==> config.mk <==
export PLATFORM = sky130hd
export DESIGN_NAME = hamming_stream_decoder
export DESIGN_NICKNAME = d
export VERILOG_FILES = /design/src/rtl/hamming_stream_decoder.sv
export SDC_FILE = /design/constraint.sdc
export NUM_CORES = 1
export LEC_CHECK = 0
export CAP_MARGIN = 5
export CORE_MARGIN = 1.5
export CORE_UTILIZATION = 49
export DETAILED_ROUTE_END_ITERATION = 7
export GPL_TIMING_DRIVEN = 0
export PLACE_DENSITY = 0.77
export SYNTH_ARGS = -nofsm -noshare
export SYNTH_HDL_FRONTEND = slang
export SYNTH_SLANG_ARGS = --single-unit
==> constraint.sdc <==
create_clock -name clk -period 3.3 [get_ports clk]
set_input_delay 0.495 -clock clk [delete_from_list [all_inputs] [get_ports clk]]
set_output_delay 0.495 -clock clk [all_outputs]
set_load 0.02 [all_outputs]
==> src/rtl/hamming_stream_decoder.sv <==
// rtl/hamming_stream_decoder.sv - serial Hamming(7,4) decoder with single-error correction and output backpressure
// Optional macro HAMMING_ERR_CNT_EN builds a saturating counter of corrected blocks on err_cnt.
module hamming_stream_decoder #(
    parameter int CNT_W = 8
) (
    input  logic             clk,
    input  logic             rst,
    input  logic             v_bit,
    input  logic             v_vld,
    output logic             v_rdy,
    output logic [3:0]       w,
    output logic [2:0]       s,
    output logic             corr,
    output logic             w_vld,
    input  logic             w_rdy,
    output logic [CNT_W-1:0] err_cnt
);

    typedef enum logic {COLLECT = 1'b0, STALL = 1'b1} state_t;

    state_t     r_state;
    state_t     w_next_state;
    logic [2:0] r_cnt;
    logic [6:0] r_buf;
    logic [3:0] r_w;
    logic [2:0] r_s;
    logic       r_corr;
    logic       r_wvld;

    logic       w_accept;
    logic       w_last;
    logic       w_out_free;
    logic       w_load;
    logic [6:0] w_raw;
    logic [2:0] w_syn;
    logic [6:0] w_flip;
    logic [6:0] w_fixed;

    assign w_accept   = v_vld && (r_state == COLLECT);
    assign w_last     = w_accept && (r_cnt == 3'd6);
    assign w_out_free = !r_wvld || w_rdy;
    assign w_load     = (w_last && w_out_free) || ((r_state == STALL) && w_rdy);

    // In STALL the whole block already sits in r_buf; otherwise the seventh bit is still on the wire.
    assign w_raw = (r_state == STALL) ? r_buf : {v_bit, r_buf[5:0]};

    assign w_syn[0] = w_raw[0] ^ w_raw[2] ^ w_raw[4] ^ w_raw[6];
    assign w_syn[1] = w_raw[1] ^ w_raw[2] ^ w_raw[5] ^ w_raw[6];
    assign w_syn[2] = w_raw[3] ^ w_raw[4] ^ w_raw[5] ^ w_raw[6];

    always_comb begin
        w_flip = 7'd0;
        if (w_syn != 3'd0) begin
            w_flip[w_syn - 3'd1] = 1'b1;
        end
    end

    assign w_fixed = w_raw ^ w_flip;

    always_ff @(posedge clk) begin
        if (rst) begin
            r_state <= COLLECT;
        end else begin
            r_state <= w_next_state;
        end
    end

    always_comb begin
        w_next_state = r_state;
        case (r_state)
            COLLECT: if (w_last && !w_out_free) w_next_state = STALL;
            STALL:   if (w_rdy) w_next_state = COLLECT;
            default: w_next_state = COLLECT;
        endcase
    end

    always_comb begin
        v_rdy = (r_state == COLLECT);
    end

    always_ff @(posedge clk) begin
        if (rst) begin
            r_cnt  <= 3'd0;
            r_buf  <= 7'd0;
            r_w    <= 4'd0;
            r_s    <= 3'd0;
            r_corr <= 1'b0;
            r_wvld <= 1'b0;
        end else begin
            if (w_accept) begin
                r_buf[r_cnt] <= v_bit;
                r_cnt        <= (r_cnt == 3'd6) ? 3'd0 : r_cnt + 3'd1;
            end
            if (w_load) begin
                r_w    <= {w_fixed[6], w_fixed[5], w_fixed[4], w_fixed[2]};
                r_s    <= w_syn;
                r_corr <= (w_syn != 3'd0);
                r_wvld <= 1'b1;
            end else if (w_rdy) begin
                r_wvld <= 1'b0;
            end
        end
    end

    assign w     = r_w;
    assign s     = r_s;
    assign corr  = r_corr;
    assign w_vld = r_wvld;

`ifdef HAMMING_ERR_CNT_EN
    logic [CNT_W-1:0] r_err_cnt;

    always_ff @(posedge clk) begin
        if (rst) begin
            r_err_cnt <= '0;
        end else if (w_load && (w_syn != 3'd0) && (r_err_cnt != {CNT_W{1'b1}})) begin
            r_err_cnt <= r_err_cnt + 1'b1;
        end
    end

    assign err_cnt = r_err_cnt;
`else
    assign err_cnt = '0;
`endif

endmodule

# Yosys cells after proc, flatten, opt, wreduce, memory -nomap -nowiden
# Index checks and enable logic that the tools add are counted.
[totals]
in_bits = 5
elab_cells = 51
regBits = 20
output_inout_bits = 18
[op_classes]
eq_ne = 1
n_mux = 13
order_cmp = 4
reduce_logical = 13
n_bitwise = 11
addsub = 2
[ops]
columns = ["op", "count"]
rows = [
  ["$mux 7", 2],
  ["$xor 1x1->1", 9],
  ["$lt 3x4->1 const B", 2],
  ["$bwmux 7", 1],
  ["$logic_and 1x1->1", 7],
  ["$xor 7x7->7", 1],
  ["$demux 1 s3", 2],
  ["$ge 3x1->1 const B", 2],
  ["$mux 1", 6],
  ["$add 3x1->3 const B", 1],
  ["$eq 3x3->1 const B", 1],
  ["$mux 3", 1],
  ["$reduce_bool 3->1", 1],
  ["$sub 3x1->3 const B", 1],
  ["$logic_not 1->1", 2],
  ["$logic_or 1x1->1", 2],
  ["$pmux 1 s2", 1],
  ["$reduce_bool 2->1", 1],
  ["$not 1->1", 1],
]

# Logic depth before layout (Yosys ltp)
# Gate-level depths: netlist of the first run.
[logic_depth]
ltp_word = 11
mapped_depth = 10
depth_no_buf = 9

# Worst setup path before layout of the first run
# No wires, ideal clock.
[synth_timing]
path_kind = "input port to flip-flop"
startpoint = "in v_bit"
endpoint = "reg r_w[3] (netlist: w[3])"
path_slack_ns = 0.820
path_buffers = 1
path_stages = 9
t_arrival_ns = 2.394
required_time_ns = 3.214
setup_ns = 0.086
path_cell_list = "clkbuf_2 > mux2i_4 > xnor3_1 > inv_1 > ha_1 > ha_1 > nor3_1 > mux2_2 > a211oi_1"
[synth_via]
elab_chain_len = 9
word_cells_on_any_way = 13
classes_between = "add/sub: 1; order compare: 2; mux: 4; bitwise: 4; reduce/logical: 2"
[synth_lines]
columns = ["item", "line_no", "rtl"]
rows = [
  ["start, declared", "8", "input logic v_bit,"],
  ["$mux 7 *", "45", "assign w_raw = (r_state == STALL) ? r_buf : {v_bit, r_buf[5:0]};"],
  ["$xor 1x1->1, on equally long branches", "47, 48, 49", ""],
  ["$sub 3x1->3", "54", "w_flip[w_syn - 3'd1] = 1'b1;"],
  ["$lt 3x4->1 (not written as such) / $ge 3x1->1 (equally long branches)", "54", ""],
  ["$logic_and 1x1->1 (not written as such)", "54", ""],
  ["$mux 1 (not written as such)", "54", ""],
  ["$demux 1 s3", "54", ""],
  ["$mux 7", "53", "if (w_syn != 3'd0) begin"],
  ["$xor 7x7->7 *", "58", "assign w_fixed = w_raw ^ w_flip;"],
  ["end signal, assigned", "95", "r_w <= {w_fixed[6], w_fixed[5], w_fixed[4], w_fixed[2]};"],
  ["end, declared", "25", "logic [3:0] r_w;"],
]
# Mark *: on every way between the ends. The rest lies on a longest branch, timed or not.
# A chain may end at the register's enable or synchronous reset.

# Final worst setup path of the first run
[layout_timing]
startpoint = "reg r_state"
endpoint = "reg r_w[3] (netlist: w[3])"
[layout_via]
elab_chain_len = 9
word_cells_on_any_way = 19
classes_between = "add/sub: 1; order compare: 2; mux: 4; bitwise: 5; reduce/logical: 7"
[layout_lines]
columns = ["item", "line_no", "rtl"]
rows = [
  ["start, declared", "21", "state_t r_state;"],
  ["start signal, assigned", "64", "r_state <= w_next_state;"],
  ["$mux 7", "45", ""],
  ["$xor 1x1->1, on equally long branches", "47, 48, 49", ""],
  ["$sub 3x1->3", "54", ""],
  ["$lt 3x4->1 (not written as such) / $ge 3x1->1 (equally long branches)", "54", ""],
  ["$logic_and 1x1->1 (not written as such)", "54", ""],
  ["$mux 1 (not written as such)", "54", ""],
  ["$demux 1 s3", "54", ""],
  ["$mux 7", "53", ""],
  ["$xor 7x7->7", "58", ""],
]
# Several ways; a longest one is shown, not always the timed one.

==> impl_metrics.env, run 1 <==
export IMPL_status="finished clean"
export IMPL_ant_nets=0
export IMPL_clock_sinks=20
export IMPL_critical_path_class="reg2reg"
export IMPL_fin_crit_ns=2.527
export IMPL_clk_pin_slew_ns=0.11
export IMPL_power_leakage_nw=0.5236
export IMPL_cts_setup_buffers=0
export IMPL_die_area_mm2=0.002535
export IMPL_start_util_pct=53.80
export IMPL_max_cap_violations=0
export IMPL_cts_hold_buf=0
export IMPL_cts_tree="done"
export IMPL_fin_nets=153
export IMPL_boundaryPins=23
export IMPL_drc=0
export IMPL_nFillCells=181
export IMPL_syn_avg_cell_area_um2=9.005
export IMPL_p_per_area_mw_per_mm2=339.9
export IMPL_dp_slack_ns=0.6410
export IMPL_grt_ovfl_total=0
export IMPL_dpl_instance_area_mm2=0.001279
export IMPL_rsz0062_at_grt="no"
export IMPL_grtUsageTotal_pct=17.85
export IMPL_startpoint_type="flip-flop"
export IMPL_finalSetupTns_ns=0
export IMPL_layout_common_cells="nor2_1 (21), dfxtp_1 (20), clkdlybuf4s50_1 (12)"
export IMPL_setup_ws_ns=0.7729
export IMPL_drt_iter0_drc=22
export IMPL_design_area_mm2=0.001301
export IMPL_grt_start_max_net_pins=11
export IMPL_r2r_start="r_state"
export IMPL_ys_seq_area_share_pct=36.45
export IMPL_routed_wl_um=2018
export IMPL_period_share_pct=76.58
export IMPL_drt_vias_per_instance=4.959
export IMPL_synth_seq_cells=20
export IMPL_routedWlPerCell_um=11.80
export IMPL_io_buffers=12
export IMPL_cp_max_fo=10
export IMPL_clk_latency_ns=0.29
export IMPL_hold_path_class="reg2reg"
export IMPL_p_sw_w=0.0001197
export IMPL_rr_worst_depth=9
export IMPL_clk_path_buf_depth=2
export IMPL_hold_viol_final=0
export IMPL_antenna_cells=0
export IMPL_num_rows=16
export IMPL_layout_drive_gt1_share_pct=12.50
export IMPL_syn_cell_area_mm2=0.001099
export IMPL_multi_input_area_um2=609.3
export IMPL_switching_share_pct=27.06
export IMPL_htree_levels=1
export IMPL_pwr_share_comb_pct=18.4
export IMPL_dp_hpwl_um=1540
export IMPL_firstDrtPassIters=4
export IMPL_globalplace_congestion=0.7623
export IMPL_r2r_setup_slack_ns=0.77
export IMPL_clockPowerShare_pct=25.6
export IMPL_ctsResizeCount=0
export IMPL_worstPathRequired_ns=3.51
export IMPL_die_x_um=50.35
export IMPL_synth_cell_types=32
export IMPL_max_slew_margin_rel_pct=61.82
export IMPL_final_util_pct=63.73
export IMPL_intPower_w=0.0003226
export IMPL_clock_skew_ns=0.003620
export IMPL_root_buffer="clkbuf_4"
export IMPL_grt_pass1_wl_um=3539
export IMPL_critical_path_endpoint="w[3]"
export IMPL_num_vias=848
export IMPL_antenna_found_initial=0
export IMPL_ys_warnings_count=0
export IMPL_regArea_um2=400.4
export IMPL_final_common_cell="nor2_1"
export IMPL_power_frac_seq_pct=56.0
export IMPL_timing_rr_end="w[3]"
export IMPL_area_delta_synth_final_pct=18.45
export IMPL_syn_instance_count=122
export IMPL_worst_slew_pin_slew_ns=0.5714
export IMPL_max_freq_mhz=395.7
export IMPL_slew_violations=0
export IMPL_critPathLaunch="r_state"
export IMPL_ir_drop_v=0.0002293
export IMPL_coreArea_mm2=0.002042
export IMPL_fp_dieH_um=50.35
export IMPL_setup_viol_count_final=0
export IMPL_whs_ns=0.4845
export IMPL_cp_end_kind="flip-flop"
export IMPL_grt_pass1_vias=815
export IMPL_cts_buffers=3
export IMPL_worstPathArrival_ns=2.74
[worst min path at each step]
stage	from	end	slack, ns	depth (start not counted)
finish	r_buf[1]	r_buf[1]	0.48	2
global route	r_buf[1]	r_buf[1]	0.53	2
CTS	r_buf[1]	r_buf[1]	0.49	2
detailed placement	r_buf[1]	r_buf[1]	0.47	2
global placement	r_buf[1]	r_buf[1]	0.47	2
floorplan	r_buf[1]	r_buf[1]	0.45	2
[critical path: stages, from the launching register on]
cell	delay, ns
dfxtp_1	0.34
buf_6	0.14
mux2i_4	0.33
xnor3_1	0.38
inv_1	0.07
ha_1	0.15
ha_1	0.25
nor3_1	0.19
mux2_2	0.36
a211oi_1	0.24
[layer usage]
layer	global-route usage, %	up-vias	wire length, um
met2	32.24	17	982
li1	-	448	-
met3	1.786	2	77
met5	0	-	0
met4	5.405	0	9
met1	22.31	381	949
[power groups by stage]
stage / logic, W / clock network [W] / registers [W]
global route: 0.0000904 / 0.000129 / 0.000248
finish: 0.0000815 / 0.000113 / 0.000248
global placement: 0.0000781 / 0 / 0.000253
detailed placement: 0.0000804 / 0 / 0.000253
floorplan: 0.0000672 / 0 / 0.000252
CTS: 0.0000810 / 0.000118 / 0.000248
[logic make-up (layout without fill, tap and decap cells)]
family | Yosys count | in the layout | share of synthesized area, %
flip-flops | 20 | 20 | 36.45
AO/OA/AOI/OAI | 17 | 17 | 10.25
XOR/XNOR | 6 | 6 | 9.226
AND/OR/NAND/NOR | 45 | 45 | 19.70
buffers and inverters | 20 | 35 | 10.48
adder cells (fa/ha/maj) | 2 | 2 | 2.278
multiplexers | 11 | 11 | 11.28
other | 1 | 8 | 0.3414
[cell type report]
cell class	count	area share, %
tap	27	2.596
clock buffer	3	1.731
inverter	5	1.442
timing repair buffer	12	9.231
multi-input combinational	89	46.83
sequential	20	30.77
buffer	15	7.404
[metrics by stage]
step	total power [W]	instances
after detailed placement	0.0003336	168
final	0.0004423	171
after global placement	0.0003310	168
after global routing	0.0004678	171
after floorplan	0.0003197	129
after CTS	0.0004465	171
[flip-flops by register name (all words and copies together) (netlist names)]
name and flops:
corr 1, r_buf 7, r_cnt 3, r_state 1, s 3, w 4
w_vld 1
[Yosys cell counts]
| master | count | area share (%) |
|---|---|---|
| ha_1 | 2 | 2.3 |
| nand3b_1 | 2 | 1.4 |
| inv_1 | 4 | 1.4 |
| clkbuf_2 | 1 | 0.46 |
| dfxtp_1 | 20 | 36 |
| nand2_1 | 6 | 2.0 |
| mux2i_4 | 1 | 2.0 |
| conb_1 | 1 | 0.34 |
| nor3b_1 | 2 | 1.4 |
| nor2b_1 | 2 | 1.1 |
| buf_4 | 8 | 5.5 |
| and2b_1 | 1 | 0.68 |
| mux2_2 | 1 | 1.0 |
| inv_2 | 1 | 0.34 |
| xnor2_1 | 2 | 1.6 |
| o22a_1 | 1 | 0.80 |
| a311oi_1 | 3 | 2.4 |
| nor2_1 | 21 | 7.2 |
| xor2_2 | 1 | 1.5 |
| and4b_1 | 1 | 0.91 |
| xnor3_1 | 3 | 6.1 |
| mux2i_1 | 9 | 8.2 |
| a21oi_1 | 5 | 2.3 |
| clkbuf_1 | 4 | 1.4 |
| buf_2 | 1 | 0.46 |
| nand3_1 | 3 | 1.4 |
| o21ai_0 | 3 | 1.4 |
| nor3_1 | 3 | 1.4 |
| a211oi_1 | 5 | 3.4 |
| nand2b_1 | 1 | 0.57 |
| buf_6 | 1 | 1.0 |
| or3_1 | 3 | 1.7 |
No activity file was read; power rests on OpenSTA's default activity.
==> run 2: changes to the inputs <==
- clock period: 3.3 -> 2.4 ns (I/O delays scaled with it)
==> impl_metrics.env, run 2 (same netlist as run 1, synthesis figures left out) <==
export IMPL_hold_viol_final=0
export IMPL_drt_iter0_drc=20
export IMPL_globalplace_congestion=0.7623
export IMPL_clk_latency_ns=0.30
export IMPL_status="finished clean"
export IMPL_worstPathRequired_ns=2.62
export IMPL_grt_pass1_wl_um=3781
export IMPL_die_area_mm2=0.002535
export IMPL_boundaryPins=23
export IMPL_io_buffers=12
export IMPL_rsz0062_at_grt="yes"
export IMPL_grt_ovfl_total=0
export IMPL_area_delta_synth_final_pct=27.33
export IMPL_ir_drop_v=0.0003409
export IMPL_final_common_cell="nor2_1"
export IMPL_routedWlPerCell_um=13.07
export IMPL_design_area_mm2=0.001399
export IMPL_max_slew_margin_rel_pct=61.71
export IMPL_layout_drive_gt1_share_pct=23.33
export IMPL_ant_nets=0
export IMPL_cp_max_fo=5
export IMPL_coreArea_mm2=0.002042
export IMPL_num_vias=927
export IMPL_whs_ns=0.4327
export IMPL_root_buffer="clkbuf_4"
export IMPL_clock_sinks=20
export IMPL_fin_nets=159
export IMPL_routed_wl_um=2313
export IMPL_final_util_pct=68.50
export IMPL_cts_buffers=3
export IMPL_critical_path_class="reg2reg"
export IMPL_regMostFlops="r_buf"
export IMPL_worstPathArrival_ns=2.61
export IMPL_firstDrtPassIters=4
export IMPL_die_x_um=50.35
export IMPL_fin_crit_ns=2.393
export IMPL_grtUsageTotal_pct=19.24
export IMPL_drc=0
export IMPL_dp_hpwl_um=1540
export IMPL_startpoint_type="flip-flop"
export IMPL_nFillCells=174
export IMPL_num_rows=16
export IMPL_clock_skew_ns=0.004913
export IMPL_dpl_instance_area_mm2=0.001279
export IMPL_r2r_setup_slack_ns=0.007
export IMPL_p_per_area_mw_per_mm2=455.6
export IMPL_grt_pass1_vias=866
export IMPL_worst_slew_pin_slew_ns=0.5731
export IMPL_max_freq_mhz=417.9
export IMPL_antenna_found_initial=0
export IMPL_clk_pin_slew_ns=0.10
export IMPL_fp_dieH_um=50.35
export IMPL_power_leakage_nw=0.5688
export IMPL_clk_path_buf_depth=2
export IMPL_cts_tree="done"
export IMPL_antenna_cells=0
export IMPL_period_share_pct=99.69
export IMPL_grt_start_max_net_pins=11
export IMPL_htree_levels=1
export IMPL_hold_path_class="in2reg"
export IMPL_setup_viol_count_final=0
export IMPL_layout_common_cells="nor2_1 (20), dfxtp_1 (17), buf_4 (13)"
export IMPL_largest_reg_flops=7
export IMPL_max_cap_violations=0
export IMPL_cp_end_kind="flip-flop"
export IMPL_slew_violations=0
export IMPL_drt_vias_per_instance=5.237
export IMPL_start_util_pct=53.80
run 2: changes by cell type in the layout (fill, tap and decap cells not counted), moves of 2 or more:
cell / before / now
ha_1: 2 / 0
buf_4: 8 / 13
dfxtp_1: 20 / 17
dfxtp_2: 0 / 2
run 2: final cells by class:
class / count / area (um^2) / share of cell area [%]
Sequential cell: 20 / 406.6 / 29.07
Tap cell: 27 / 33.78 / 2.415
Multi-Input combinational cell: 89 / 651.9 / 46.60
Inverter: 5 / 18.77 / 1.342
Timing Repair Buffer: 18 / 168.9 / 12.08
Clock buffer: 3 / 22.52 / 1.610
Buffer: 15 / 96.34 / 6.887
run 2: path summary, 6_finish.rpt:
| kind | cells past startpoint | end | from |
|---|---|---|---|
| worst min-delay path | 3 | r_buf[1] | v_bit |
| worst min register to register | 2 | r_buf[1] | r_buf[1] |
| worst max register to register | 9 | w[2] | r_buf[4] |
| worst max-delay path | 9 | w[2] | r_buf[4] |
run 2: timing repair:
item / CTS / global route
hold buffers: 0 / 0
setup endpoints to repair: 3 / 4
setup buffers: 3 / 3
resized for setup: 8 / 6
pin swaps: 6 / 4
gates cloned: 0 / 0
run 2: per-layer routing:
layer  track usage, %  wire [um]  vias up
li1                 -          -      457
met1            23.82        984      432
met2            34.43       1166       33
met3            1.786        120        5
met4            7.207         41        0
met5                0          0        -
run 2: per-stage QoR:
step	setup slack [ns]	power [W]	instances	TNS, ns
finish	0.007330	0.0006373	177	0
global route	-0.1103	0.0006708	177	-0.2735
CTS	0.03748	0.0006240	174	0
detailed placement	-0.1240	0.0004587	168	-0.3075
global placement	-0.09662	0.0004551	168	-0.1997
floorplan	0.05550	0.0004396	129	0
run 2: critical path, cell delays in order, from the launching register on:
cell and delay, ns:
dfxtp_4 0.36, xnor3_2 0.46, xor2_2 0.23, inv_2 0.08, ha_2 0.19, ha_4 0.23
nor2_4 0.09, nand2_2 0.08, or3_1 0.34, a311oi_1 0.25
run 2: power breakdown:
group	internal (W)	leakage, nW	switching, W
combinational	0.0000634	0.392	0.0000789
clock	0.0000586	0.0138	0.0000969
sequential	0.000336	0.164	0.00000397
